--- src/rtl/i2c_reg_pkg.sv ---
// Shared constants and types for the I2C register bank: address map,
// STATUS bit positions, default ID and the register-select encoding.
package i2c_reg_pkg;

  localparam logic [15:0] ID_VALUE_DEFAULT = 16'hA5C2;

  localparam logic [7:0] ADDR_ID           = 8'h00;
  localparam logic [7:0] ADDR_CTRL         = 8'h01;
  localparam logic [7:0] ADDR_STATUS       = 8'h02;
  localparam logic [7:0] ADDR_IRQ_MASK     = 8'h03;
  localparam logic [7:0] ADDR_WR_COUNT     = 8'h04;
  localparam logic [7:0] ADDR_HW_STATUS    = 8'h05;
  localparam logic [7:0] ADDR_SCRATCH_BASE = 8'h10;

  localparam int unsigned STAT_ERR_ADDR = 0;
  localparam int unsigned STAT_ERR_RO   = 1;
  localparam int unsigned STAT_HW_EVT   = 2;
  localparam int unsigned STAT_W        = 3;

  typedef enum logic [2:0] {
    SEL_NONE,
    SEL_ID,
    SEL_CTRL,
    SEL_STATUS,
    SEL_IRQ_MASK,
    SEL_WR_COUNT,
    SEL_HW_STATUS,
    SEL_SCRATCH
  } reg_sel_e;

  // Index width for the scratch array; at least one bit so a single
  // scratch register still has a legal index.
  function automatic int unsigned scratch_idx_w(input int unsigned n);
    return (n > 1) ? $clog2(n) : 1;
  endfunction

endpackage

--- src/rtl/i2c_reg_addr_decode.sv ---
// Combinational address decoder: maps a bridge address onto a register
// select, scratch index and the RO / unmapped qualifiers.
module i2c_reg_addr_decode
  import i2c_reg_pkg::*;
#(
  parameter int unsigned NUM_SCRATCH = 8,
  parameter int unsigned SIDX_W      = scratch_idx_w(NUM_SCRATCH)
) (
  input  logic [7:0]        addr_i,
  output reg_sel_e          sel_o,
  output logic [SIDX_W-1:0] scratch_idx_o,
  output logic              is_ro_o,
  output logic              is_unmapped_o
);

  localparam logic [7:0] SCRATCH_LAST =
    8'(32'(ADDR_SCRATCH_BASE) + NUM_SCRATCH - 32'd1);

  // Fixed registers first, then the scratch window, everything else unmapped.
  always_comb begin
    sel_o         = SEL_NONE;
    scratch_idx_o = addr_i[SIDX_W-1:0];
    is_ro_o       = 1'b0;
    is_unmapped_o = 1'b0;
    case (addr_i)
      ADDR_ID:        begin sel_o = SEL_ID;        is_ro_o = 1'b1; end
      ADDR_CTRL:      sel_o = SEL_CTRL;
      ADDR_STATUS:    sel_o = SEL_STATUS;
      ADDR_IRQ_MASK:  sel_o = SEL_IRQ_MASK;
      ADDR_WR_COUNT:  begin sel_o = SEL_WR_COUNT;  is_ro_o = 1'b1; end
      ADDR_HW_STATUS: begin sel_o = SEL_HW_STATUS; is_ro_o = 1'b1; end
      default: begin
        if (addr_i >= ADDR_SCRATCH_BASE && addr_i <= SCRATCH_LAST) begin
          sel_o = SEL_SCRATCH;
        end else begin
          is_unmapped_o = 1'b1;
        end
      end
    endcase
  end

endmodule

--- src/rtl/i2c_reg_bank.sv ---
// Register bank behind the I2C frame bridge: ID, CTRL, W1C STATUS,
// IRQ_MASK, saturating write counter, live HW status and scratch registers.
module i2c_reg_bank
  import i2c_reg_pkg::*;
#(
  parameter logic [15:0] ID_VALUE    = ID_VALUE_DEFAULT,
  parameter int unsigned NUM_SCRATCH = 8
) (
  input  logic        clk_i,
  input  logic        rst_n_i,
  input  logic [7:0]  addr_i,
  input  logic [15:0] wdata_i,
  input  logic        wr_en_i,
  input  logic        rd_en_i,
  output logic [15:0] rdata_o,
  input  logic [15:0] hw_status_i,
  input  logic        hw_event_i,
  output logic [15:0] ctrl_o,
  output logic        irq_o
);

  localparam int unsigned SIDX_W = scratch_idx_w(NUM_SCRATCH);

  reg_sel_e          sel;
  logic [SIDX_W-1:0] scratch_idx;
  logic              is_ro;
  logic              is_unmapped;

  logic [15:0]       ctrl;
  logic [STAT_W-1:0] status;
  logic [2:0]        irq_mask;
  logic [15:0]       wr_count;
  logic [15:0]       scratch [NUM_SCRATCH];

  logic              wr_accept;
  logic [STAT_W-1:0] status_set;
  logic [STAT_W-1:0] status_clr;
  logic [STAT_W-1:0] status_nxt;
  logic [15:0]       wr_count_nxt;
  logic [15:0]       rd_val;

  i2c_reg_addr_decode #(
    .NUM_SCRATCH (NUM_SCRATCH),
    .SIDX_W      (SIDX_W)
  ) u_decode (
    .addr_i        (addr_i),
    .sel_o         (sel),
    .scratch_idx_o (scratch_idx),
    .is_ro_o       (is_ro),
    .is_unmapped_o (is_unmapped)
  );

  // Next-state for STATUS and WR_COUNT plus the read mux; set wins over W1C.
  always_comb begin
    wr_accept  = wr_en_i & ~is_ro & ~is_unmapped;

    status_set                = '0;
    status_set[STAT_ERR_ADDR] = (wr_en_i | rd_en_i) & is_unmapped;
    status_set[STAT_ERR_RO]   = wr_en_i & is_ro;
    status_set[STAT_HW_EVT]   = hw_event_i;

    status_clr = (wr_en_i && sel == SEL_STATUS) ? wdata_i[STAT_W-1:0] : '0;
    status_nxt = (status & ~status_clr) | status_set;

    wr_count_nxt = (wr_accept && wr_count != '1) ? wr_count + 16'd1 : wr_count;

    rd_val = '0;
    case (sel)
      SEL_ID:        rd_val = ID_VALUE;
      SEL_CTRL:      rd_val = ctrl;
      SEL_STATUS:    rd_val = {{(16-STAT_W){1'b0}}, status};
      SEL_IRQ_MASK:  rd_val = {13'd0, irq_mask};
      SEL_WR_COUNT:  rd_val = wr_count;
      SEL_HW_STATUS: rd_val = hw_status_i;
      SEL_SCRATCH:   rd_val = scratch[scratch_idx];
      default:       rd_val = '0;
    endcase
  end

  // Register state updates; WR_COUNT reloads its next value every cycle.
  always_ff @(posedge clk_i or negedge rst_n_i) begin
    if (!rst_n_i) begin
      ctrl     <= '0;
      status   <= '0;
      irq_mask <= '0;
      wr_count <= '0;
      for (int unsigned i = 0; i < NUM_SCRATCH; i++) scratch[i] <= '0;
    end else begin
      status   <= status_nxt;
      wr_count <= wr_count_nxt;
      if (wr_en_i) begin
        case (sel)
          SEL_CTRL:     ctrl     <= wdata_i;
          SEL_IRQ_MASK: irq_mask <= wdata_i[2:0];
          SEL_SCRATCH:  scratch[scratch_idx] <= wdata_i;
          default:      ;
        endcase
      end
    end
  end

  // Registered read data and interrupt, both sampled from current state.
  always_ff @(posedge clk_i or negedge rst_n_i) begin
    if (!rst_n_i) begin
      rdata_o <= '0;
      irq_o   <= 1'b0;
    end else begin
      if (rd_en_i) rdata_o <= rd_val;
      irq_o <= ctrl[0] & |(status & irq_mask);
    end
  end

  assign ctrl_o = ctrl;

endmodule

--- config.mk ---
export PLATFORM = sky130hd
export DESIGN_NAME = i2c_reg_bank
export DESIGN_NICKNAME = d
export VERILOG_FILES = /design/src/rtl/i2c_reg_pkg.sv /design/src/rtl/i2c_reg_addr_decode.sv /design/src/rtl/i2c_reg_bank.sv
export SDC_FILE = /design/constraint.sdc
export NUM_CORES = 1
export LEC_CHECK = 0
export ABC_CLOCK_PERIOD_IN_PS = 1800
export CORE_UTILIZATION = 34
export CTS_CLUSTER_SIZE = 30
export DETAILED_ROUTE_END_ITERATION = 7
export SYNTH_ARGS = -nofsm -noshare
export SYNTH_HDL_FRONTEND = slang
export SYNTH_SLANG_ARGS = --single-unit
--- constraint.sdc ---
create_clock -name clk_i -period 1.8 [get_ports clk_i]
set_input_delay 0.18 -clock clk_i [delete_from_list [all_inputs] [get_ports clk_i]]
set_output_delay 0.18 -clock clk_i [all_outputs]
set_load 0.02 [all_outputs]
==> results.md, run 1 <==
- In the layout the commonest cells are sky130_fd_sc_hd__dfrtp_1, sky130_fd_sc_hd__mux2_2, sky130_fd_sc_hd__clkdlybuf4s50_1.
- Dividing the detail-routed via count by the number of cells gives 5.33.
- The synthesized design contains 0 enable-type register cells.
- The commonest non-fill, non-tap cell in the layout is sky130_fd_sc_hd__dfrtp_1.
- The start-to-end type of the worst setup path is primary input to flop.
- The synthesized instance count is between 600 and 700.
- Global routing used 18.1% of the available tracks.
- The tightest min-delay check is of the primary input to async pin type.
- The cell type with the highest aggregate area in the netlist is sky130_fd_sc_hd__dfrtp_1.
- The post-route netlist has a little over a third of its cells at a drive strength greater than 1.
- The total wirelength of the detailed-routed design is 23000 um.
- Of the total synthesized cell area, the portion taken by AND, OR, NAND and NOR gates is 6.29%.
- After clock tree synthesis, the clock-pin slew on the worst setup and hold paths is 0.07 ns.
- The number of failing hold endpoints at the final stage is 0.
- After global routing the overflow that remains totals 0.
- The tightest hold path in the finished design has a slack of around 0.29 ns.
- The dominant register cell in the synthesized netlist is sky130_fd_sc_hd__dfrtp_1.
- The die covers around 27000 um2.
- The async set-or-reset flop fraction in the synthesized netlist is 100%.
- At the worst endpoint, the required time is 2.11 ns.
- The horizontal die dimension is roughly 160 um.
- Setup repair after global routing could not meet its margin everywhere.
- Yosys attributes the largest share of cell area to sky130_fd_sc_hd__dfrtp_1, sky130_fd_sc_hd__mux2_2, sky130_fd_sc_hd__mux2_4.
- Clock tree synthesis found a total of 183 sinks.
- The cell area that synthesis handed to floorplanning was 8890 um2.
- The number of nets still failing antenna checks after routing is 0.
- The sequential fraction of the synthesis area is 51.5%.
- The net count of the finished layout is 799.
- The synthesized netlist devotes 6.73% of its cell area to compound gates.
- IR analysis of the VDD net gives a maximum drop of around 0.64 mV.
- CTS placed an instance of sky130_fd_sc_hd__clkbuf_16 at the clock tree root.
- The placer congestion estimate is 0.864.
- The maximum buffer depth of the clock tree is 2.
- The nature of the critical path startpoint is a primary input.
- The post-synthesis net count is 677.
- Multiplexer cells account for between 30% and 40% of the synthesized area.
- Dividing the detail-routed wire length by the instance count gives 21.0 um.
- The number of global-route vias before repair is approximately 6300.
- TritonCTS built the clock tree.
- The synthesized design contains 183 register bits.
- Entering global routing, the biggest net connects 60 pins.
- The number of inserted diodes is 0.
- The final period demand of the worst path is 1.77 ns.
- The final total power is 9.27 mW.
- The clock tree synthesis step divided the H-tree into 4 levels.
- The setup-violating endpoint count in the final report is 0.
- The first global-routing pass estimated between 30000 and 40000 um of wire.
- The period utilization is 98.4%.
- The top cell type's share of synthesized area is 51.5%.
- The worst slew margin relative to its limit is 61.5%.
- Summing the areas of all fa, ha and maj instances in the mapped netlist gives 0.141% of the synthesized area.
- In this run the tool buffered the top-level ports with 77 buffer cells.
- The transition at the pin with the smallest max-transition slack is 0.578 ns.
- Summed over all cells, the static leakage comes to 5.30 nW.
- The initial antenna violation count is 0.
- The average cell area after synthesis is 14.1 um2.
- Of all nets on the critical path, the largest fanout is 16.
- The synthesized netlist devotes 1.08% of its cell area to XOR and XNOR gates.
- In this run, the number of DRC markers left after iteration 0 of detailed routing was 326.
- The effective utilization at floorplan is 35.0%.
- Clock tree synthesis inserted a total of 17 buffers.
- The power density over cell area is 835 nW/um2.
- Derived from the worst setup path, the maximum achievable clock frequency is 564 MHz.
- The number of pins exceeding their max-slew limit in the final report was 0.
- The insertion delay of the later-clocked pin in the worst-skew pair is 0.43 ns.
- The area growth from synthesis to layout is 24.8%.
- The endpoint kind of the worst setup timing path is a flop.
- The first detailed-routing pass took 4 iterations.
- The run finished with clean final reports.
- On the final layout, the worst clock skew is 0.0133 ns.
- The arrival time reported for the critical path endpoint is 2.08 ns.
- The top-level I/O count is 78.
- Once layout is complete, the utilization of the core stands at a little over two fifths.
- The core box area is 25400 um2.
- After detailed routing, the number of remaining DRC violations is 0.
- Max-cap violations in this run came to 0.
- The die extent in y is around 160 um.
- The post-DP HPWL is 16100 um.
- For this block, the via count after detailed routing is 5841.
- The dominant combinational cell family by area after synthesis is multiplexers.
- The floorplan row count is 58.
- The number of synthesis warnings is 0.
- The number of different library cells in the post-synthesis netlist is 61.
## synthesized netlist by cell type (5+ instances only)
cell / instances
sky130_fd_sc_hd__mux4_2: 20
sky130_fd_sc_hd__and3_1: 5
sky130_fd_sc_hd__mux2_4: 40
sky130_fd_sc_hd__inv_1: 13
sky130_fd_sc_hd__mux2i_1: 42
sky130_fd_sc_hd__nand3_1: 11
sky130_fd_sc_hd__o2bb2ai_1: 6
sky130_fd_sc_hd__clkbuf_1: 12
sky130_fd_sc_hd__buf_2: 11
sky130_fd_sc_hd__xnor2_1: 7
sky130_fd_sc_hd__nand4_1: 6
sky130_fd_sc_hd__nand2_4: 7
sky130_fd_sc_hd__o221ai_1: 8
sky130_fd_sc_hd__a221oi_1: 7
sky130_fd_sc_hd__o22ai_1: 12
sky130_fd_sc_hd__a21oi_1: 14
sky130_fd_sc_hd__dfrtp_1: 183
sky130_fd_sc_hd__nor2_1: 14
sky130_fd_sc_hd__mux2_2: 92
sky130_fd_sc_hd__a2111oi_0: 6
sky130_fd_sc_hd__mux2_1: 18
sky130_fd_sc_hd__nand2_1: 19
sky130_fd_sc_hd__nor2b_1: 7
sky130_fd_sc_hd__buf_6: 14
## logic make-up after synthesis
| logic type | Yosys count |
|---|---|
| mux | 212 |
| compound gates | 79 |
| simple gates | 90 |
| buf+inv | 55 |
| fa+ha+maj | 1 |
| flops | 183 |
| xor+xnor | 11 |
## layout make-up
type                            instances  area [um2]
Fill cell                            2261       14300
Sequential cell                       183        4580
Multi-Input combinational cell        393        4010
Timing Repair Buffer                  144        1430
Clock buffer                           19         453
Tap cell                              330         413
Clock inverter                         13         158
Inverter                               14        52.6
## through the flow
stage          cells  worst slack [ns]  cell area, um2  TNS [ns]
6_report        1096            0.0282           11100         0
5_1_grt         1096           -0.0392           11100   -0.0979
4_1_cts         1095           0.00776           11100         0
3_5_place_dp    1062            -0.457           10400    -58.25
3_3_place_gp    1062            -0.455           10400    -50.32
2_1_floorplan    631            0.0334            8890         0
## per-layer routing
| metal | share of wire (%) | GRT usage [%] |
|---|---|---|
| met5 | 0 | 0 |
| met4 | 1.4 | 4.84 |
| met3 | 5.3 | 4.39 |
| met2 | 51 | 30.6 |
| met1 | 43 | 23.1 |
## worst max-delay path: stages
cell and delay [ns]:
sky130_fd_sc_hd__clkdlybuf4s50_1 0.45, sky130_fd_sc_hd__nor4_4 0.27, sky130_fd_sc_hd__buf_4 0.18, sky130_fd_sc_hd__and4_1 0.23
sky130_fd_sc_hd__buf_4 0.22, sky130_fd_sc_hd__nand2_8 0.16, sky130_fd_sc_hd__mux2_4 0.37
## report_power, final
group	internal (mW)	switching [mW]
combinational	0.510	0.478
clock	2.17	1.70
sequential	4.29	0.119
total	6.97	2.29
## state kept, by name, summed over array words and instances, names as in the netlist
signal,count
wr_count,16
status,3
irq_o,1
rdata_o,16
scratch,128
ctrl_o,16
irq_mask,3
## path summary, 6_finish.rpt
| check | start | endpoint | slack (ns) | depth (start not counted) |
|---|---|---|---|---|
| worst min register to register | scratch[103] | scratch[103] | 0.49 | 1 |
| min in group clk_i | hw_event_i | status[2] | 0.32 | 2 |
| max in group asynchronous | rst_n_i | scratch[115] | 0.84 | 3 |
| worst max-delay path | addr_i[5] | scratch[57] | 0.03 | 7 |
| worst min-delay path | rst_n_i | scratch[88] | 0.29 | 2 |
| worst max register to register | wr_count[7] | wr_count[2] | 0.09 | 5 |
## what timing repair did
item	in CTS	in global routing
hold buffers	1	0
gates resized for setup	1	7
hold endpoints to repair	54	0
setup endpoints to repair	1	38
buffers inserted	0	1
pin swaps	0	1
Note: power is estimated with default switching activity, not from simulation.
==> run 2: changes to the inputs <==
GPL_TIMING_DRIVEN = 0   (was default)
==> run 2 against run 1 <==
Compared with the run above:
- final cell count down 1.1%
- sequential share of layout area about the same
- wire length up 0.53%
- clock power up 1%
- hold slack worse by 0.065 ns
- critical path type unchanged
- critical endpoint is now scratch[109]
- largest power group unchanged
==> results.md, run 2 (same netlist as run 1, synthesis figures left out) <==
- Run status: finished clean (unchanged).
- Worst path cell trace: clkdlybuf4s50_1, nor4_4, and4_1, buf_6, nand2_8, buf_12, mux2_1 (was clkdlybuf4s50_1, nor4_4, buf_4, and4_1, buf_4, nand2_8, mux2_4).
- The core box area is 25400 um2 (unchanged).
- The nature of the critical path startpoint is a primary input (unchanged).
- The number of max-cap violations was 0 (unchanged).
- The average wire per cell in the routed design is 21.3 um (was 21.0 um).
- The depth of the worst register-to-register path is 4 (was 5).
- The area of all sequential standard cells is 4580 um2 (about the same).
- The top-level I/O count is 78 (unchanged).
- The count of cells along the worst hold path is 2.
- The clock tree root driver cell is sky130_fd_sc_hd__clkbuf_16 (unchanged).
- The die extent in y is 164 um (unchanged).
- The initial antenna violation count is 0 (unchanged).
- The relative contribution of the clock network to total power is 42.2% (was 41.7%).
- The floorplan row count was 58 (unchanged).
- The endpoint kind of the worst setup timing path is a flop (unchanged).
- The final worst clock skew is 0.0109 ns (was 0.0133 ns).
- The stage delay of the slowest cell on the critical path is 0.44 ns (was 0.45 ns).
- The setup-violating endpoint count in the final report was 0 (unchanged).
- The detailed-routing iteration count for the pre-antenna-repair pass is 4 (unchanged).
- The instance area after placement is 10100 um2 (was 10400 um2).
- The endpoint of the worst register-to-register path is wr_count[1] (was wr_count[2]).
- The smallest setup slack after layout is 0.0799 ns (was 0.0282 ns).
- The number of nets still failing antenna checks after routing came to 0 (unchanged).
- The path with the worst hold slack has its endpoint at rdata_o[1].
- The commonest non-fill, non-tap cell in the layout is sky130_fd_sc_hd__dfrtp_1 (unchanged).
- The tightest hold margin came to 0.226 ns (was 0.291 ns).
- The post-DP HPWL was 15700 um (was 16100 um).
- The number of flip-flops under the largest register name is 128 (unchanged).
- The period utilization is 95.6% (was 98.4%).
- The total number of vias is 5703 (was 5841).
- The total wirelength of the detailed-routed design is 23100 um (was 23000 um).
- The cell-internal power is 6.90 mW (was 6.97 mW).
- The layout overhead on the synthesized area is 24.7% (was 24.8%).
- The area occupied by multi-input gates came to 4090 um2 (was 4010 um2).
- The cell with the biggest individual delay on the critical path is sky130_fd_sc_hd__clkdlybuf4s50_1 (unchanged).
- The number of inserted diodes is 0 (unchanged).
- The count of nets after finishing came to 787 (was 799).
- The clock slew at the register clock pins of the worst setup and hold paths is 0.07 ns (about the same).
- The total congestion overflow came to 0 (unchanged).
- The number of design-rule violations left by the first detailed-router iteration was 309 (was 326).
- The clock net sink count is 183 (unchanged).
- The net switching power is 2.39 mW (was 2.29 mW).
- The relative contribution of combinational cells to total power was 10.4% (was 10.7%).
- The highest attainable clock frequency is 581 MHz (was 564 MHz).
- The final period demand of the worst path was 1.72 ns (was 1.77 ns).
- The horizontal die dimension is 164 um (unchanged).
- The effective utilization at floorplan is 35.0% (unchanged).
- The start of the worst register-to-register path is wr_count[9] (was wr_count[7]).
- The die footprint is 26800 um2 (unchanged).
- The total negative slack for setup checks was 0 ns (unchanged).
- The H-tree depth is 4 (unchanged).
- The sequential group share of total power was 47.4% (was 47.6%).
- The maximum fanout along the worst path is 10 (was 16).
- The power density over cell area was 838 nW/um2 (was 835 nW/um2).
- The placer congestion estimate is 0.839 (was 0.864).
- The post-detailed-route DRC marker count was 0 (unchanged).
- The post-place setup slack is -1.00 ns (was -0.457 ns).
- The insertion delay of the later-clocked pin in the worst-skew pair is 0.44 ns (was 0.43 ns).
- Most frequent cells in the layout: sky130_fd_sc_hd__dfrtp_1, sky130_fd_sc_hd__mux2_2, sky130_fd_sc_hd__clkdlybuf4s50_1 (unchanged).
- The transition at the pin with the smallest max-transition slack came to 0.625 ns (was 0.578 ns).
- The origin of the worst min-delay path is rd_en_i.
- The largest net degree at the start of global routing is 110 (was 60).
- The required time of the critical path is 2.11 ns (about the same).
- The placed instance count came to 1037 (was 1062).
- The fraction of layout cells with a size suffix above 1 is 35.3% (was 35.6%).
- The number of standard cells in the layout, taps in and fillers out was 1084 (was 1096).
- The TritonCTS buffer count came to 17 (unchanged).
- The worst slew margin relative to its limit came to 58.3% (was 61.5%).
- The number of global-route vias before repair came to 5867 (was 6265).
- The timing startpoint of the critical path was addr_i[6] (was addr_i[5]).
- The summed area of non-filler cells in the final layout is 11100 um2 (about the same).
- The average vias per placed instance came to 5.26 (was 5.33).
- The number of fillers in the final layout is 2327 (was 2261).
- The core utilization of the finished layout is 43.7% (about the same).
- The maximum buffer depth of the clock tree came to 2 (unchanged).
- The number of buffers inserted by port buffering is 75 (was 77).
- The start-to-end type of the worst setup path is primary input to flop (unchanged).
- The switching power share of the total is 25.8% (was 24.8%).
- The maximum vdd ir drop was 0.574 mV (was 0.644 mV).
- The leakage component of the power is 5.23 nW (was 5.30 nW).
- The register-to-register path setup slack came to 0.10 ns (was 0.09 ns).
- Unrepaired setup endpoints after global routing: true (unchanged).
- The number of pins exceeding their max-slew limit in the final report was 0 (unchanged).
- The type of the most critical hold path is primary input to flop (was primary input to async pin).
- The wire length of the first global-routing pass is 35700 um (was 36600 um).
- The CTS tree is done (unchanged).
- The total routing resource utilization after global routing was 18.1% (about the same).
- The number of failing hold endpoints at the final stage was 0 (unchanged).
- The arrival time reported for the critical path endpoint came to 2.03 ns (was 2.08 ns).
- The register with the most flip-flops is scratch (unchanged).
- The final total power is 9.29 mW (was 9.27 mW).
run 2: critical path: cells and delay by family:
| family | cells | cell delay, ns |
|---|---|---|
| AND/OR/NAND/NOR | 3 | 0.71 |
| buffers and inverters | 3 | 0.80 |
| multiplexers | 1 | 0.33 |
run 2: power by group through the flow:
stage	Clock [mW]	Sequential [mW]	Combinational, mW
3_5_place_dp	0	4.50	0.886
6_report	3.92	4.40	0.965
5_1_grt	4.17	4.42	1.05
4_1_cts	3.98	4.40	0.956
2_1_floorplan	0	4.48	0.468
3_3_place_gp	0	4.50	0.868
run 2: cell type report:
type | count | area share (%)
inverter | 14 | 0.474
tap | 330 | 3.72
clock inverter | 14 | 1.62
timing repair buffer | 95 | 8.73
multi-input combinational | 393 | 36.8
buffer | 37 | 3.43
sequential | 183 | 41.3
clock buffer | 18 | 3.87
run 2: layer usage:
metal  part of all wire [%]  wire length [um]  vias to the layer above  global-route usage (%)
li1                       -                 -                     2592                       -
met1                     47             10800                     2952                    24.6
met2                     48             11100                      137                    29.4
met3                    4.1               952                       22                    3.06
met4                    1.3               308                        0                    5.39
met5                      0                 0                        -                       0
run 2: worst max-delay path by stage:
stage / endpoint / slack, ns / depth (start not counted)
finish: scratch[109] / 0.08 / 7
global route: rdata_o[15] / -0.01 / 6
CTS: rdata_o[12] / 0.0005 / 8
detailed placement: rdata_o[6] / -1.0 / 7
global placement: ctrl_o[3] / -7.35 / 1
floorplan: wr_count[1] / 0.03 / 6
run 2: repair_timing:
action                                  in CTS  in global routing
resized for setup                           26                 38
hold buffers                                 1                  0
cloned                                       0                  2
setup buffers                               11                  5
endpoints found under the setup margin      57                 84
hold endpoints to repair                    74                  0
pin swaps                                    3                  3
==> run 3: changes to the inputs <==
ABC_AREA = 1   (was default)
==> run 3 against run 2 <==
Compared with the run above:
- synthesized cell count is 67% higher
- die area is 3.9% lower
- sequential power is 4% higher
- final cell count is 38% higher
- critical path depth is 5 higher
- flip-flop and latch count stayed put
- sequential share of layout area is 2.3 points higher
- largest power group unchanged
- highest routed layer unchanged
==> results.md, run 3 <==
- Run status: finished clean (unchanged).
- The CTS tree is done (unchanged).
- The maximum fanout along the worst path is 10 (unchanged).
- The endpoint kind of the worst setup timing path was a flop (unchanged).
- The type of the most critical hold path is primary input to flop (unchanged).
- The total number of vias came to 7554 (was 5703).
- The start of the worst register-to-register path is wr_count[1] (was wr_count[9]).
- The relative contribution of combinational cells to total power is 11.5% (was 10.4%).
- The number of failing hold endpoints at the final stage is 0 (unchanged).
- The summed area of non-filler cells in the final layout is 10500 um2 (was 11100 um2).
- The leading cell type by number of instances after synthesis is sky130_fd_sc_hd__nand2_1 (was sky130_fd_sc_hd__dfrtp_1).
- The register bit count reported by yosys came to 183 (unchanged).
- The fraction of layout cells with a size suffix above 1 came to 8.95% (was 35.3%).
- The sequential fraction of the synthesis area is 53.6% (was 51.5%).
- Cell types with the largest area share after synthesis: sky130_fd_sc_hd__dfrtp_1, sky130_fd_sc_hd__nand2_1, sky130_fd_sc_hd__o21ai_0 (was sky130_fd_sc_hd__dfrtp_1, sky130_fd_sc_hd__mux2_2, sky130_fd_sc_hd__mux2_4).
- The clock net sink count is 183 (unchanged).
- The maximum vdd ir drop is 0.586 mV (was 0.574 mV).
- The leakage component of the power came to 4.83 nW (was 5.23 nW).
- The origin of the worst min-delay path is rd_en_i (unchanged).
- The count of nets after finishing was 1206 (was 787).
- The total wirelength of the detailed-routed design is 25200 um (was 23100 um).
- The async set-or-reset flop fraction in the synthesized netlist is 100% (unchanged).
- The floorplan row count is 57 (was 58).
- The register with the most flip-flops is scratch (unchanged).
- The number of flip-flops under the largest register name came to 128 (unchanged).
- The number of buffer and inverter stages on the critical path is 4 (was 3).
- The cell class contributing the biggest share of worst-path delay is simple AND/OR/NAND/NOR gates (was buffers and inverters).
- The final period demand of the worst path is 1.69 ns (was 1.72 ns).
- The top-level I/O count is 78 (unchanged).
- The effective utilization at floorplan is 34.9% (was 35.0%).
- The die extent in y came to 160 um (was 164 um).
- The number of max-cap violations was 0 (unchanged).
- The worst slew margin relative to its limit is 58.6% (was 58.3%).
- The final total power is 9.37 mW (was 9.29 mW).
- The top cell type's share of synthesized area came to 53.6% (was 51.5%).
- The core box area is 24500 um2 (was 25400 um2).
- The number of different library cells in the post-synthesis netlist was 31 (was 61).
- The clock tree root driver cell is sky130_fd_sc_hd__clkbuf_16 (unchanged).
- The number of fillers in the final layout was 2443 (was 2327).
- The initial antenna violation count is 0 (unchanged).
- The power density over cell area is 892 nW/um2 (was 838 nW/um2).
- The switching power share of the total was 27.4% (was 25.8%).
- The layout overhead on the synthesized area was 23.0% (was 24.7%).
- The timing startpoint of the critical path is addr_i[7] (was addr_i[6]).
- The maximum buffer depth of the clock tree was 2 (unchanged).
- The placed instance count was 1455 (was 1037).
- Most frequent cells in the layout: sky130_fd_sc_hd__nand2_1, sky130_fd_sc_hd__dfrtp_1, sky130_fd_sc_hd__o21ai_0 (was sky130_fd_sc_hd__dfrtp_1, sky130_fd_sc_hd__mux2_2, sky130_fd_sc_hd__clkdlybuf4s50_1).
- The post-synthesis net count came to 1102 (was 677).
- The dominant register cell in the synthesized netlist is sky130_fd_sc_hd__dfrtp_1 (unchanged).
- The TritonCTS buffer count is 17 (unchanged).
- The total congestion overflow is 0 (unchanged).
- The relative contribution of the clock network to total power is 39.8% (was 42.2%).
- The net switching power was 2.57 mW (was 2.39 mW).
- The register-to-register path setup slack is 0.11 ns (was 0.10 ns).
- The core utilization of the finished layout is 42.9% (was 43.7%).
- The commonest non-fill, non-tap cell in the layout is sky130_fd_sc_hd__nand2_1 (was sky130_fd_sc_hd__dfrtp_1).
- Top post-synthesis cells by count: sky130_fd_sc_hd__nand2_1, sky130_fd_sc_hd__dfrtp_1, sky130_fd_sc_hd__o21ai_0 (was sky130_fd_sc_hd__dfrtp_1, sky130_fd_sc_hd__mux2_2, sky130_fd_sc_hd__mux2i_1).
- The number of nets still failing antenna checks after routing is 0 (unchanged).
- The die footprint was 25800 um2 (was 26800 um2).
- The cell that appears most often on the critical path is sky130_fd_sc_hd__nand2_1.
- The average cell area after synthesis is 8.09 um2 (was 14.1 um2).
- The number of design-rule violations left by the first detailed-router iteration was 556 (was 309).
- The total routing resource utilization after global routing came to 20.2% (was 18.1%).
- The number of pins exceeding their max-slew limit in the final report is 0 (unchanged).
- The setup-violating endpoint count in the final report came to 0 (unchanged).
- The arrival time reported for the critical path endpoint is 2.02 ns (was 2.03 ns).
- The average vias per placed instance is 5.05 (was 5.26).
- The post-place setup slack is -0.539 ns (was -1.00 ns).
- The number of synthesis warnings was 0 (unchanged).
- The wire length of the first global-routing pass is 40600 um (was 35700 um).
- The cell area after synthesis is 8540 um2 (was 8890 um2).
- The insertion delay of the later-clocked pin in the worst-skew pair is 0.43 ns (was 0.44 ns).
- The period utilization is 93.8% (was 95.6%).
- The number of global-route vias before repair is 7463 (was 5867).
- The start-to-end type of the worst setup path is primary input to flop (unchanged).
- The instance area after placement was 9720 um2 (was 10100 um2).
- Unrepaired setup endpoints after global routing: true (unchanged).
- The synthesized instance count is 1056 (was 631).
- The count of cell instances traversed by the critical path is 12 (was 7).
- The largest net degree at the start of global routing is 124 (was 110).
- The highest attainable clock frequency was 592 MHz (was 581 MHz).
- The count of cells along the worst hold path is 3 (was 2).
- The required time of the critical path is 2.13 ns (was 2.11 ns).
- The clock slew at the register clock pins of the worst setup and hold paths is 0.07 ns (about the same).
- The cell-internal power was 6.80 mW (was 6.90 mW).
- The stage delay of the slowest cell on the critical path is 0.45 ns (was 0.44 ns).
- The tightest hold margin came to 0.125 ns (was 0.226 ns).
- The sequential group share of total power is 48.7% (was 47.4%).
- The horizontal die dimension is 160 um (was 164 um).
- The transition at the pin with the smallest max-transition slack is 0.621 ns (was 0.625 ns).
- The cell type with the highest aggregate area in the netlist is sky130_fd_sc_hd__dfrtp_1 (unchanged).
- The number of enable-type register cells in the synthesized netlist is 0 (unchanged).
- The smallest setup slack after layout is 0.111 ns (was 0.0799 ns).
- The placer congestion estimate is 0.902 (was 0.839).
- The cell with the biggest individual delay on the critical path is sky130_fd_sc_hd__clkdlybuf4s50_1 (unchanged).
- The total negative slack for setup checks is 0 ns (unchanged).
- The number of standard cells in the layout, taps in and fillers out was 1497 (was 1084).
- The depth of the worst register-to-register path is 9 (was 4).
- The number of buffers inserted by port buffering is 74 (was 75).
- The post-DP HPWL is 18700 um (was 15700 um).
- The detailed-routing iteration count for the pre-antenna-repair pass is 5 (was 4).
- The nature of the critical path startpoint is a primary input (unchanged).
- The final worst clock skew is 0.00667 ns (was 0.0109 ns).
- The H-tree depth is 4 (unchanged).
- The number of inserted diodes is 0 (unchanged).
- The post-detailed-route DRC marker count was 0 (unchanged).
- Worst path cell trace: clkdlybuf4s50_1, nor2_2, nand4_4, clkinvlp_4, a21oi_1, nor3_4, nand2_4, inv_2, buf_6, nand2_1, nand2_1, nand2_1 (was clkdlybuf4s50_1, nor4_4, and4_1, buf_6, nand2_8, buf_12, mux2_1).
- The average wire per cell in the routed design is 16.8 um (was 21.3 um).
==> run 3: cell count changes in the layout (fill, tap and decap cells not counted), sizes merged, moves of 8 or more <==
cell	before	now
buf	46	24
clkbuf	29	69
inv	22	63
mux2	150	0
mux2i	42	0
mux4	20	0
nand2	26	396
nand3	13	75
nor2	15	23
o21ai	3	176
o221ai	8	26
o22ai	12	0
==> run 3: per-layer routing <==
layer  part of all wire, %  GRT usage [%]  wire, um
met5                     0              0         0
met2                    46           32.7     11700
met4                  0.99           5.41       250
met1                    47           28.0     11900
met3                   5.2           3.54      1300
==> run 3: final timing paths <==
check / to
max reg2reg: wr_count[8]
max: wr_count[5]
max in group asynchronous: scratch[78]
min reg2reg: rdata_o[10]
min in group asynchronous: irq_o
min: rdata_o[4]
==> run 3: cell type report <==
cell class | instances | area [um2] | area share [%]
sequential | 183 | 4580 | 43.6
clock inverter | 11 | 111 | 1.06
inverter | 61 | 236 | 2.25
buffer | 61 | 304 | 2.89
tap | 324 | 405 | 3.86
clock buffer | 21 | 470 | 4.48
multi-input combinational | 751 | 3550 | 33.8
timing repair buffer | 85 | 851 | 8.10
==> run 3: worst min-delay path, delay by kind of cell <==
family | cells | cell delay (ns)
buffers and inverters | 1 | 0.19
AND/OR/NAND/NOR | 2 | 0.15
==> run 3: logic make-up (layout without fill, tap and decap cells) <==
family	count (synthesis)	after routing	synth area share, %
buf+inv	122	239	5.76
simple gates	516	516	24.9
flops	183	183	53.6
fa+ha+maj	1	1	0.147
compound gates	222	222	14.3
xor+xnor	12	12	1.23
==> run 3: repair_timing <==
item	CTS	global route
gates resized for setup	8	58
endpoints found under the setup margin	56	137
setup buffers	3	6
endpoints found under the hold margin	60	0
pin swaps	2	2
hold buffers	1	0
==> run 3: power by group through the flow <==
stage | logic [mW] | clock network, mW | registers [mW]
floorplan | 0.551 | 0 | 4.60
detailed placement | 1.02 | 0 | 4.63
global placement | 0.990 | 0 | 4.63
global route | 1.21 | 3.95 | 4.59
finish | 1.08 | 3.73 | 4.56
CTS | 1.04 | 3.78 | 4.55
==> patch 1, RTL diff (settings of run 2) <==
Reset style: synchronous (`rst_n_i`), changed in 2 clocked blocks.
--- a/src/rtl/i2c_reg_bank.sv
+++ b/src/rtl/i2c_reg_bank.sv
@@ -79,5 +79,5 @@
 
   // Register state updates; WR_COUNT reloads its next value every cycle.
-  always_ff @(posedge clk_i or negedge rst_n_i) begin
+  always_ff @(posedge clk_i) begin
     if (!rst_n_i) begin
       ctrl     <= '0;
@@ -101,5 +101,5 @@
 
   // Registered read data and interrupt, both sampled from current state.
-  always_ff @(posedge clk_i or negedge rst_n_i) begin
+  always_ff @(posedge clk_i) begin
     if (!rst_n_i) begin
       rdata_o <= '0;
Function: differs if rst_n_i is asserted again (counterexample within 4 cycles, from zero or initial values and one cycle with rst_n_i low); with rst_n_i held inactive, the same outputs for 4 cycles.
==> patch 1 against run 2 <==
- wire length up 6.0%
- register-to-register slack about the same
- critical endpoint is now scratch[4][15]
- non-clock buffer count is 16 higher
- combinational power decreased by 18%
- worst setup slack got worse by 0.034 ns
- synthesized area shrank 3.2%
- cell area decreased by 1.2%
- sequential cell count unchanged
- largest cell class unchanged
- power fell by 0.54%
==> patch 1: results (changes against run 2) <==
drt:
  drt_iter0_drc: 562  # +82%
  met1_length_um: 10670  # -1.4%
  routed_wl_um: 24520  # +6.0%
  firstDrtPassIters: 5  # +1
  met2_wirelength_um: 12040  # +9.0%
  via_count: 6019  # +5.5%
global_routing:
  antenna_found_initial: 1  # +1
  grt_util_all_layers: 0.1969  # +0.01626
  grt_max_degree: 17  # -85%
synthesis:
  synthArstFlopShare: 0  # -1.000
  synth_edf_count: 128  # +128
  synth_ff_type: "edfxtp_1"
  synth_cells: 687  # +8.9%
  ys_types: 62  # +1.6%
  ys_seq_area_frac: 0.5747  # +0.05968
min_path:
  min_path_cells: 3  # +1
  hold_end: "status[2]"
placed_design:
  io_buffer_count: 74  # -1.3%
  dp_slack_ns: -1.335  # -0.3349 ns
  placed_cells: 1086  # +4.7%
  postPlaceCellArea_um2: 9804  # -2.8%
  gp_congestion: 0.9170  # +9.3%
  dpl.hpwl_um: 16810  # +7.0%
setup_path:
  cp.arrival_ns: 1.90  # -0.13 ns
  r2r-end: "wr_count[0]"
  cp_slowest_stage_delay_ns: 0.30  # -0.14 ns
  cp_slowest_cell: "dlygate4sd2_1"
  crit_fanout: 5  # -5
  startpoint: "addr_i[7]"
timing:
  whs_ns: 0.3437  # +0.1175 ns
  post-route-period-util: 0.9746  # +0.01902
  maxSlewHeadroom: 0.4520  # -0.1312
cells_and_area:
  drive_above_1_share: 0.2141  # -0.1387
  nNetsFinal: 857  # +8.9%
power_and_ir_drop:
  max-vdd-ir-drop_uv: 627.5  # +9.2%
  swShare: 0.2249  # -0.03279
  p_leak_nw: 3.998  # -24%
outcome:
  status: "complete, no violations"
clock_network:
  cts_hold_buf: 0  # -1
  cts_resized: 50  # +92%
==> patch 1: changes by cell type after synthesis, sizes merged, moves of 15 or more <==
| cell | change |
|---|---|
| and2 | +136 |
| dfrtp | -183 |
| dfxtp | +55 |
| edfxtp | +128 |
| mux2 | -142 |
| nand2 | +21 |
| nand3 | +15 |
| o21ai | +24 |
==> patch 1: metal layers <==
| layer | GRT usage | vias up |
|---|---|---|
| li1 | - | 2803 |
| met1 | 0.2637 | 2993 |
| met2 | 0.3258 | 199 |
| met3 | 0.03724 | 24 |
| met4 | 0.05403 | 0 |
| met5 | 0 | - |
==> patch 1: tightest hold or removal path, cell delays in order <==
cell,delay [ns]
clkdlybuf4s50_1,0.42
inv_1,0.06
a31oi_1,0.06
==> patch 1: power by group through the flow <==
stage / clock network, mW / logic (mW) / registers, mW
finish: 3.76 / 0.793 / 4.68
global route: 3.98 / 0.845 / 4.70
CTS: 3.81 / 0.781 / 4.69
detailed placement: 0 / 0.715 / 4.78
global placement: 0 / 0.709 / 4.77
floorplan: 0 / 0.389 / 4.76
==> patch 1: area by class of cell <==
cell class / count / area (um2)
buffer: 42 / 257.7
clock buffer: 18 / 429.2
clock inverter: 12 / 153.9
fill: 2243 / 13650
inverter: 4 / 16.27
multi-input combinational: 457 / 3654
sequential: 183 / 4954
tap: 324 / 405.4
timing repair buffer: 106 / 1084
==> patch 1: cell families (layout without fill, tap and decap cells) <==
kind of cell    count (synthesis)  after routing  synth area share
simple gates                  295            295            0.2013
flops                         183            183            0.5747
buf+inv                        47            182           0.02632
mux                            66             66            0.1216
fa+ha+maj                       1              1          0.001454
xor+xnor                       10             10           0.01018
compound gates                 85             85           0.06457
==> patch 2, RTL diff (flow settings as in run 2) <==
Made on the original files. `NUM_SCRATCH` is set to 8 in 2 places; all go to 16.
--- a/src/rtl/i2c_reg_addr_decode.sv
+++ b/src/rtl/i2c_reg_addr_decode.sv
@@ -4,5 +4,5 @@
   import i2c_reg_pkg::*;
 #(
-  parameter int unsigned NUM_SCRATCH = 8,
+  parameter int unsigned NUM_SCRATCH = 16,
   parameter int unsigned SIDX_W      = scratch_idx_w(NUM_SCRATCH)
 ) (
--- a/src/rtl/i2c_reg_bank.sv
+++ b/src/rtl/i2c_reg_bank.sv
@@ -5,5 +5,5 @@
 #(
   parameter logic [15:0] ID_VALUE    = ID_VALUE_DEFAULT,
-  parameter int unsigned NUM_SCRATCH = 8
+  parameter int unsigned NUM_SCRATCH = 16
 ) (
   input  logic        clk_i,
Behaviour: not the same (a bounded check fails within 4 cycles, from zero or initial values and one cycle with rst_n_i low).
==> patch 2 against run 2 <==
- the flow now finishes with violations (hold timing)
- cell area up 60%
- power increased by 72%
- worst hold slack got worse by 0.53 ns
- wire length is 93% higher
- worst setup slack lost 0.051 ns
- largest cell class unchanged
- clock skew grew 0.0045 ns
- cell count increased by 57%
- sequential cell count grew 128
- critical endpoint is now scratch[211]
- highest routed layer unchanged
- via count is 68% higher
- synthesized area increased by 64%
==> patch 2: results (changes against run 2) <==
timing:
  tightest_slew_ns: 0.8524  # +0.2273 ns
  whs_ns: -0.3077  # -0.5339 ns
  skew_ns: 0.01530  # +0.004450 ns
  hold_viol: 98  # +98
clock_network:
  cts_made_buffers: 35  # +18
  insertion_delay_ns: 0.52  # +0.08 ns
drt:
  viasPerCell: 5.621  # +6.8%
  firstDrtPassIters: 5  # +1
  routed_wl_um: 44730  # +93%
  drt_iter0_drc: 707  # +130%
min_path:
  hold_path.class: "input pin to asynchronous set/reset pin"
placed_design:
  dp_slack_ns: -1.477  # -0.4775 ns
  dpl.hpwl_um: 29060  # +85%
  postPlaceCellArea_um2: 16080  # +59%
global_routing:
  grt_util_met3: 0.04339  # +0.01284
  grt_max_degree: 112  # +1.8%
  use_met2: 0.3201  # +0.02582
  grt_util_all_layers: 0.2084  # +0.02773
  grt_use_met1: 0.2927  # +0.04659
cells_and_area:
  drive_above_1_share: 0.4480  # +0.09519
  largest_reg_flops: 256  # +100%
  fillers: 3839  # +65%
outcome:
  status: "complete, but fails checks"
  violations: "hold timing"
synthesis:
  ys_seq_area_frac: 0.5329  # +0.01791
  synthTopCellsByArea: "dfrtp_1, mux2_2, mux4_2, mux2i_1, buf_2"
  synth_nets: 1046  # +55%
setup_path:
  cp_slowest_cell: "mux2_2"
power_and_ir_drop:
  max-vdd-ir-drop_uv: 534.2  # -7.0%
==> patch 2: cell count changes after synthesis, sizes merged, moves of 11 or more <==
| cell | before | now |
|---|---|---|
| clkbuf | 12 | 28 |
| dfrtp | 183 | 311 |
| nor2 | 15 | 27 |
| o22ai | 12 | 1 |
| buf | 29 | 44 |
| mux2 | 150 | 285 |
| mux4 | 20 | 53 |
==> patch 2: worst paths after layout <==
| path | startpoint | end | slack [ns] | depth (start not counted) |
|---|---|---|---|---|
| max | addr_i[7] | scratch[211] | 0.03 | 9 |
| min | rst_n_i | scratch[72] | -0.31 | 1 |
| max reg2reg | wr_count[10] | wr_count[1] | 0.07 | 5 |
| min reg2reg | scratch[24] | scratch[24] | 0.50 | 1 |
| max in group asynchronous | rst_n_i | scratch[193] | 0.62 | 3 |
| min in group clk_i | wdata_i[2] | status[2] | 0.07 | 3 |
==> patch 2: stage by stage <==
stage | instances | hold WS [ns]
floorplan | 1000 | -0.1156
global placement | 1611 | 0.4789
detailed placement | 1613 | 0.2670
CTS | 1696 | -0.2831
global route | 1702 | -0.2596
finish | 1702 | -0.3077
==> patch 2: layer usage <==
metal | part of all wire | wire length (um)
met4 | 0.033 | 1477
met5 | 0 | 0
met1 | 0.44 | 19830
met2 | 0.45 | 20310
met3 | 0.069 | 3104
==> patch 2: cell type report <==
type	instances	area [um2]	area share
flip-flops and latches	311	7787	0.4391
multi-input cells	606	6570	0.3705
clock buffers	52	1062	0.05990
repair buffers	106	1039	0.05856
well taps	539	674.4	0.03803
plain buffers	71	529.3	0.02985
inverters	11	41.29	0.002328
clock inverters	6	30.03	0.001693
==> patch 2: what timing repair did <==
item	4_1_cts	5_1_grt
gates resized for setup	81	26
endpoints found under the hold margin	98	98
pin swaps	12	6
gates cloned	1	0
buffers inserted	24	7
endpoints found under the setup margin	313	162
==> patch 2: report_power, final <==
part           total (mW)  leakage, nW  switching, mW  internal, mW
clock                6.88        0.545           2.82          4.06
sequential           7.56         4.27          0.230          7.33
combinational        1.49         3.53          0.781         0.709
total                15.9         8.34           3.83          12.1
==> patch 2: logic make-up after synthesis <==
family / Yosys count / share of synthesized area
AOI/OAI and AO/OA: 87 / 0.04387
muxes: 381 / 0.3335
DFF: 311 / 0.5329
adders and majority gates: 1 / 0.0008566
and+or+nand+nor: 122 / 0.05192
xor gates and xnor gates: 15 / 0.008996
buffers and inverters: 83 / 0.02793
==> patch 2: worst max-delay path, delay by kind of cell <==
kind / cells / cell delay (ns)
simple gates: 3 / 0.55
mux: 1 / 0.35
buf+inv: 5 / 1.07
